**src/rtl/led_pwm_dimmer.sv**
```systemverilog
// LED PWM dimmer: takes single-cycle pulses from the up, down and on/off
// button edge detectors and drives the LED pin with a glitch-free PWM signal.
// Brightness follows a saturating setpoint and is ramped in and out one step
// per PWM period, so the LED soft-starts and soft-stops.
module led_pwm_dimmer #(
    parameter int CNT_W     = 8,
    parameter int STEP      = 16,
    parameter int INIT_DUTY = 128
) (
    input  logic             clk,
    input  logic             rst,
    input  logic             inc_i,
    input  logic             dec_i,
    input  logic             toggle_i,
    output logic             pwm_o,
    output logic [CNT_W-1:0] level_o,
    output logic             on_o,
    output logic             ramp_o
);

    typedef enum logic [1:0] {
        ST_OFF,
        ST_RAMP_UP,
        ST_ON,
        ST_RAMP_DN
    } state_t;

    localparam logic [CNT_W-1:0] MAX_N  = {CNT_W{1'b1}};
    localparam logic [CNT_W:0]   MAX_X  = {1'b0, MAX_N};
    localparam logic [CNT_W-1:0] STEP_N = CNT_W'(STEP);
    localparam logic [CNT_W:0]   STEP_X = {1'b0, STEP_N};
    localparam logic [CNT_W-1:0] INIT_N = CNT_W'(INIT_DUTY);

    state_t           state;
    state_t           state_next;
    state_t           state_eff;
    logic [CNT_W-1:0] cnt;
    logic [CNT_W-1:0] level;
    logic [CNT_W-1:0] level_next;
    logic [CNT_W-1:0] setpoint;
    logic [CNT_W-1:0] setpoint_next;
    logic [CNT_W:0]   level_x;
    logic [CNT_W:0]   setpoint_x;
    logic [CNT_W:0]   up_sum;
    logic [CNT_W:0]   sp_sum;
    logic             pe;

    // The period end marks the only moment the applied level may change, so
    // duty never changes in the middle of a PWM period.
    assign pe         = (cnt == MAX_N);
    assign level_x    = {1'b0, level};
    assign setpoint_x = {1'b0, setpoint};
    assign up_sum     = level_x + STEP_X;
    assign sp_sum     = setpoint_x + STEP_X;

    // Free-running PWM period counter; wraps naturally at the top value.
    always_ff @(posedge clk or posedge rst) begin
        if (rst) begin
            cnt <= '0;
        end else begin
            cnt <= cnt + 1'b1;
        end
    end

    // Registered PWM comparison keeps the LED pin free of decode glitches.
    always_ff @(posedge clk or posedge rst) begin
        if (rst) begin
            pwm_o <= 1'b0;
        end else begin
            pwm_o <= (cnt < level);
        end
    end

    // Setpoint arithmetic, saturating at both ends; opposing pulses cancel.
    always_comb begin
        setpoint_next = setpoint;
        if (inc_i && !dec_i) begin
            if (sp_sum > MAX_X) begin
                setpoint_next = MAX_N;
            end else begin
                setpoint_next = sp_sum[CNT_W-1:0];
            end
        end else if (dec_i && !inc_i) begin
            if (setpoint < STEP_N) begin
                setpoint_next = '0;
            end else begin
                setpoint_next = setpoint - STEP_N;
            end
        end
    end

    // Setpoint register; it keeps moving while the LED is off so the new
    // value is picked up at the next switch-on.
    always_ff @(posedge clk or posedge rst) begin
        if (rst) begin
            setpoint <= INIT_N;
        end else begin
            setpoint <= setpoint_next;
        end
    end

    // Ramp FSM: a toggle is applied first, then a period end updates the
    // level using the rule of the state just entered.
    always_comb begin
        state_eff = state;
        if (toggle_i) begin
            case (state)
                ST_OFF:     state_eff = ST_RAMP_UP;
                ST_RAMP_UP: state_eff = ST_RAMP_DN;
                ST_ON:      state_eff = ST_RAMP_DN;
                ST_RAMP_DN: state_eff = ST_RAMP_UP;
                default:    state_eff = ST_OFF;
            endcase
        end

        state_next = state_eff;
        level_next = level;

        if (pe) begin
            case (state_eff)
                ST_OFF: begin
                    level_next = '0;
                end
                ST_RAMP_UP: begin
                    if (up_sum >= setpoint_x) begin
                        level_next = setpoint;
                        state_next = ST_ON;
                    end else begin
                        level_next = up_sum[CNT_W-1:0];
                    end
                end
                ST_ON: begin
                    level_next = setpoint;
                end
                ST_RAMP_DN: begin
                    if (level_x <= STEP_X) begin
                        level_next = '0;
                        state_next = ST_OFF;
                    end else begin
                        level_next = level - STEP_N;
                    end
                end
                default: begin
                    level_next = '0;
                    state_next = ST_OFF;
                end
            endcase
        end
    end

    // State and applied-level registers.
    always_ff @(posedge clk or posedge rst) begin
        if (rst) begin
            state <= ST_OFF;
            level <= '0;
        end else begin
            state <= state_next;
            level <= level_next;
        end
    end

    // Status outputs decoded straight from the registered state.
    assign level_o = level;
    assign on_o    = (state != ST_OFF);
    assign ramp_o  = (state == ST_RAMP_UP) || (state == ST_RAMP_DN);

endmodule

```
**config.mk**
```make
export PLATFORM = sky130hd
export DESIGN_NAME = led_pwm_dimmer
export DESIGN_NICKNAME = d
export VERILOG_FILES = /design/src/rtl/led_pwm_dimmer.sv
export SDC_FILE = /design/constraint.sdc
export NUM_CORES = 1
export LEC_CHECK = 0
export ABC_CLOCK_PERIOD_IN_PS = 2500
export CAP_MARGIN = 20
export CORE_MARGIN = 3
export CORE_UTILIZATION = 50
export CTS_BUF_LIST = sky130_fd_sc_hd__clkbuf_8
export CTS_CLUSTER_DIAMETER = 30
export DETAILED_ROUTE_END_ITERATION = 10
export PLACE_DENSITY = 0.77
export SKIP_CTS_REPAIR_TIMING = 1
export SLEW_MARGIN = 40
export SYNTH_ARGS = -nofsm -noshare
export SYNTH_HDL_FRONTEND = slang
export SYNTH_SLANG_ARGS = --single-unit
```
**constraint.sdc**
```tcl
create_clock -name clk -period 2.5 [get_ports clk]
set_clock_uncertainty 0.2 [all_clocks]
set_input_delay 0.25 -clock clk [delete_from_list [all_inputs] [get_ports clk]]
set_output_delay 0.25 -clock clk [all_outputs]
set_load 0.01 [all_outputs]
```
==> flow_summary.ini, run 1 <==
[outcome]
status = finished clean

[logic_synthesis]
netlist_instances = 183
synth_fp_nets = 212
yosysWarnings = 0
dominantRegCellSynth = dfrtp_1
netlist_area_um2 = 1662
synth_edf_count = 0
avgSynthCellArea_um2 = 9.080
synth_cell_types = 46
ys_seq_area_frac = 0.3170
synth.ff_latch_count = 21
synth-async-reset-ratio = 1.000

[setup_path]
cp_cell_sequence = ha_4, xor2_2, ha_1, a21oi_2, o21ai_2, or2_4, a21oi_4, o21ai_1, a22o_1
worstSetupPathType = flop to flop
cp_slowest_cell = dfrtp_2
crit_required_ns = 2.45
slowest_delay_ns = 0.45
crit_arrival_ns = 2.43
crit_fanout = 5
cp-start-kind = flop
crit_path_end_kind = flop

[clock_tree]
cts_max_path_buffers = 2
clk_latency_ns = 0.26
h-tree-depth = 1
root_buffer = clkbuf_8
clk_pin_slew_ns = 0.08
clock-sinks = 21
cts_tree = built
cts_buffers = 3

[global_routing]
grt_pass1_vias = 1385
antenna_found_initial = 0
grt_pass1_wl_mm = 6.072
grt_max_degree = 16
grt.total_usage = 0.1860
grt_overflow = 0

[detailed_routing]
wl_mm = 3.685
drc = 0
via_count = 1410
ant_nets = 0
routedWlPerCell_um = 14.92
drt-initial-drc-count = 98
via_per_inst = 5.709
drtPass1Iterations = 4

[layout]
finish.utilization = 0.6597
antenna_cells = 0
final_common_cell = ha_1
nets = 233
final_cell_mix = ha_1 (21), inv_1 (20), dfrtp_1 (17), clkdlybuf4s50_1 (15), o21ai_0 (11)
register_area_um2 = 530.5
multiInputGateArea_um2 = 1111
nFillCells = 262
drive_gt1_frac = 0.2069
area_growth_pct = 23.19

[pwr]
p_leak_nw = 0.9013
intPower_w = 0.0008587
comb_power_share = 0.513
switchingPower_w = 0.0005980
seqPwrFrac = 0.332
ir_worst_vdd_uv = 541.5
powerDensity_nw_per_um2 = 711.7
clkPwrFrac = 0.155
swShare = 0.4105

[hold_path]
hold_path_class = primary input to asynchronous set/reset pin

[timing]
period_share = 0.9931
relSlewSlack = 0.6680
hold_viol = 0
finalMaxSlewViolations = 0
fmax_ghz = 0.4028
fin_crit_ns = 2.483
hold_slack_ns = 0.02146
worst_pin_slew_ns = 0.4942
rsz0062_at_grt = true
setup_violations = 0

[floorplan]
dieArea_um2 = 4051
core_um2 = 3103
rows = 20
die_height_um = 63.65
ios = 16
start_util = 0.5355
die_width_um = 63.65

[placement]
place_congestion = 0.8173
dp.final_hpwl_mm = 2.686
port_buffers = 15

[run]
cap_violations = 0
==> power groups by stage <==
stage               Combinational [W]  Sequential (W)  Clock (W)
floorplan                    0.000514        0.000446          0
global placement             0.000595        0.000482          0
detailed placement           0.000624        0.000485          0
CTS                          0.000629        0.000478   0.000234
global route                 0.000830        0.000495   0.000248
finish                       0.000748        0.000483   0.000226
==> cell type report <==
class                      count  share of cell area
sequential                    21              0.2592
tap                           44             0.02689
clock inverter                 1            0.002445
inverter                      21             0.03851
multi-input combinational    133              0.5428
clock buffer                   3             0.02017
timing repair buffer          24              0.1100
==> synth_stat cells (all sizes together), types with 2 or more instances <==
cell type	instances	area share
ha	24	0.18
inv	21	0.047
dfrtp	20	0.30
o21ai	13	0.039
nand3	11	0.036
nand2	10	0.023
nor2	10	0.023
a21oi	9	0.032
nor3	8	0.027
buf	6	0.026
xnor2	6	0.032
o22ai	5	0.019
a22o	4	0.021
nor2b	4	0.015
xor2	4	0.021
a31oi	3	0.011
a21boi	2	0.0090
a221oi	2	0.011
clkbuf	2	0.0053
mux2	2	0.014
o21a	2	0.0090
or2	2	0.0075
==> metrics by stage <==
step | instance area, um2 | power, W | instances | TNS (ns) | worst slack (ns)
2_1_floorplan | 1662 | 0.0009600 | 183 | 0 | 0.04727
3_3_place_gp | 1883 | 0.001077 | 243 | 0 | 0.06850
3_5_place_dp | 1883 | 0.001109 | 243 | -0.02795 | -0.02795
4_1_cts | 1929 | 0.001341 | 247 | -0.1141 | -0.06624
5_1_grt | 2047 | 0.001573 | 247 | -0.1746 | -0.07829
6_report | 2047 | 0.001457 | 247 | 0 | 0.01728
==> worst max-delay path, delay by kind of cell (launching register included) <==
kind,cells,cell delay (ns)
AOI/OAI and AO/OA,5,0.80
adders and majority gates,2,0.51
DFF,1,0.45
and+or+nand+nor,1,0.27
xor gates and xnor gates,1,0.15
==> per-layer routing <==
layer  global-route usage  vias up  part of all wire
li1                     -      686                 -
met1               0.2377      669              0.44
met2               0.3103       44              0.49
met3              0.03030       11             0.046
met4              0.07547        0             0.023
met5                    0        -                 0
==> registers in the layout, summed over array words and instances, names as in the netlist <==
register,cells
cnt,8
level_o,5
pwm_o,1
setpoint,5
state,2
==> logic make-up (layout without fill, tap and decap cells) <==
family | Yosys count | after routing | share of synthesized area
buf+inv | 29 | 49 | 0.07830
mux | 3 | 3 | 0.01958
xor+xnor | 10 | 10 | 0.05271
fa+ha+maj | 24 | 24 | 0.1807
simple gates | 51 | 51 | 0.1770
compound gates | 45 | 45 | 0.1747
flops | 21 | 21 | 0.3170
==> path summary, 6_finish.rpt <==
| kind | end | start | cells past startpoint | slack [ns] |
|---|---|---|---|---|
| max in group asynchronous | level_o[6]$_DFFE_PP0N_ | rst | 3 | 1.56 |
| hold reg to reg | cnt[0]$_DFF_PP0_ | cnt[0]$_DFF_PP0_ | 1 | 0.30 |
| min in group clk | cnt[0]$_DFF_PP0_ | cnt[0]$_DFF_PP0_ | 1 | 0.30 |
| hold / removal | setpoint[5]$_DFFE_PP0P_ | rst | 2 | 0.02 |
| setup / recovery | level_o[5]$_DFFE_PP0N_ | level_o[4]$_DFFE_PP0N_ | 9 | 0.02 |
| setup reg to reg | level_o[5]$_DFFE_PP0N_ | level_o[4]$_DFFE_PP0N_ | 9 | 0.02 |
Power figures use the tool's default switching activity.
==> inputs of run 2 (changes only) <==
Settings changed: CORE_UTILIZATION 50 to 53, PLACE_DENSITY 0.77 to 0.81.
==> flow_summary.ini, run 2 (synthesis gave the netlist of run 1 again) <==
[detailed_routing]
drtPass1Iterations = 4
routedWlPerCell_um = 15.49
via_count = 1421
drt-initial-drc-count = 58
via_per_inst = 5.776
ant_nets = 0
drc = 0
wl_mm = 3.811

[pwr]
p_leak_nw = 0.9061
p_total_w = 0.001483
comb_power_share = 0.514
ir_worst_vdd_uv = 465.7
powerDensity_nw_per_um2 = 723.0
clkPwrFrac = 0.157
intPower_w = 0.0008598
seqPwrFrac = 0.329
swShare = 0.4201
switchingPower_w = 0.0006228

[clock_tree]
root_buffer = clkbuf_8
clk_latency_ns = 0.27
clock-sinks = 21
h-tree-depth = 1
cts_tree = built
cts_max_path_buffers = 2
clk_pin_slew_ns = 0.08
cts_buffers = 3

[layout]
fin_cells = 246
top_register = cnt
area_growth_pct = 23.42
largest_register_ffs = 8
final_common_cell = ha_1
postLayoutCellArea_um2 = 2051
drive_gt1_frac = 0.2206
antenna_cells = 0
final_cell_mix = ha_1 (22), inv_1 (19), dfrtp_1 (16), clkdlybuf4s50_1 (15), nand2_1 (10)
nFillCells = 207
nets = 234

[floorplan]
rows = 19
dieArea_um2 = 3843
start_util = 0.5776
die_width_um = 61.99
core_um2 = 2877
die_height_um = 61.99
ios = 16

[timing]
rsz0062_at_grt = true
timing.final.ws_setup_ns = -0.02879
period_share = 1.012
fmax_ghz = 0.3954
finalMaxSlewViolations = 0
fin_crit_ns = 2.529
hold_slack_ns = 0.09693
setup_violations = 3
hold_viol = 0
relSlewSlack = 0.6597
worst_pin_slew_ns = 0.5066

[global_routing]
grt_overflow = 0
grt_pass1_vias = 1370
antenna_found_initial = 0
grt_max_degree = 22
grt_pass1_wl_mm = 5.940
grt.total_usage = 0.2067

[outcome]
status = finished with violations
violations = negative setup slack

[setup_path]
slowest_delay_ns = 0.45
cp_cell_sequence = buf_6, nand3_2, xnor2_2, ha_1, a31oi_1, o21ai_2, or2_4, a21oi_4, o21ai_1, a22o_1
crit_arrival_ns = 2.49
cp_slowest_cell = dfrtp_2
worstSetupPathType = flop to flop
crit_fanout = 5
cp.buffers_inverters = 1
path_delay_family = compound AO/OA/AOI/OAI gates
cp-start-kind = flop
crit_path_end_kind = flop
crit_required_ns = 2.47

[placement]
placed_cells = 239
port_buffers = 15
dp.final_hpwl_mm = 2.687
place_congestion = 0.9535
preCtsSetupSlack_ns = -0.05842
placed_cell_area_um2 = 1866

[hold_path]
hold_path_class = primary input to asynchronous set/reset pin

[run]
cap_violations = 0
run 2: layout make-up:
cell class	count	area (um2)	area share
Multi-Input combinational cell	133	1109	0.5406
Sequential cell	21	531.8	0.2593
Timing Repair Buffer	25	232.7	0.1135
Inverter	21	78.83	0.03844
Tap cell	42	52.55	0.02563
Clock buffer	3	41.29	0.02013
Clock inverter	1	5.005	0.002441
run 2: power by group through the flow:
stage | Clock (W) | Combinational, W | Sequential, W
floorplan | 0 | 0.000514 | 0.000446
global placement | 0 | 0.000595 | 0.000481
detailed placement | 0 | 0.000626 | 0.000488
CTS | 0.000237 | 0.000632 | 0.000481
global route | 0.000247 | 0.000832 | 0.000498
finish | 0.000233 | 0.000762 | 0.000488
run 2: per-layer routing:
layer | track usage | share of wire | vias up
met4 | 0.08485 | 0.025 | 0
met5 | 0 | 0 | -
li1 | - | - | 684
met2 | 0.3639 | 0.49 | 42
met3 | 0.03099 | 0.037 | 9
met1 | 0.2491 | 0.44 | 686
run 2: worst register-to-register path, delay by kind of cell, from the launching register on:
kind                       cells  cell delay [ns]
xor gates and xnor gates       1             0.18
and+or+nand+nor                2             0.35
buffers and inverters          1             0.13
adders and majority gates      1             0.23
DFF                            1             0.45
AOI/OAI and AO/OA              5             0.89
run 2: metrics by stage:
step	TNS, ns	util
after CTS	-0.3223	0.6646
after global routing	-0.5289	0.7129
after detailed placement	-0.1516	0.6485
after global placement	0	0.6485
final	-0.03675	0.7129
after floorplan	0	-
run 2: final timing paths:
path / end / depth (start not counted) / slack, ns / start
min reg2reg: cnt[0]$_DFF_PP0_ / 1 / 0.29 / cnt[0]$_DFF_PP0_
max in group asynchronous: setpoint[5]$_DFFE_PP0P_ / 2 / 1.66 / rst
max reg2reg: level_o[5]$_DFFE_PP0N_ / 10 / -0.03 / level_o[4]$_DFFE_PP0N_
max: level_o[5]$_DFFE_PP0N_ / 10 / -0.03 / level_o[4]$_DFFE_PP0N_
min: setpoint[2]$_DFFE_PP0P_ / 2 / 0.1 / rst
min in group clk: cnt[0]$_DFF_PP0_ / 1 / 0.29 / cnt[0]$_DFF_PP0_
==> inputs of run 3 (changes only) <==
Settings changed: GPL_ROUTABILITY_DRIVEN set to 1.
==> results of run 3 <==
Final layout, timing and power as in run 2 (identical DEF).
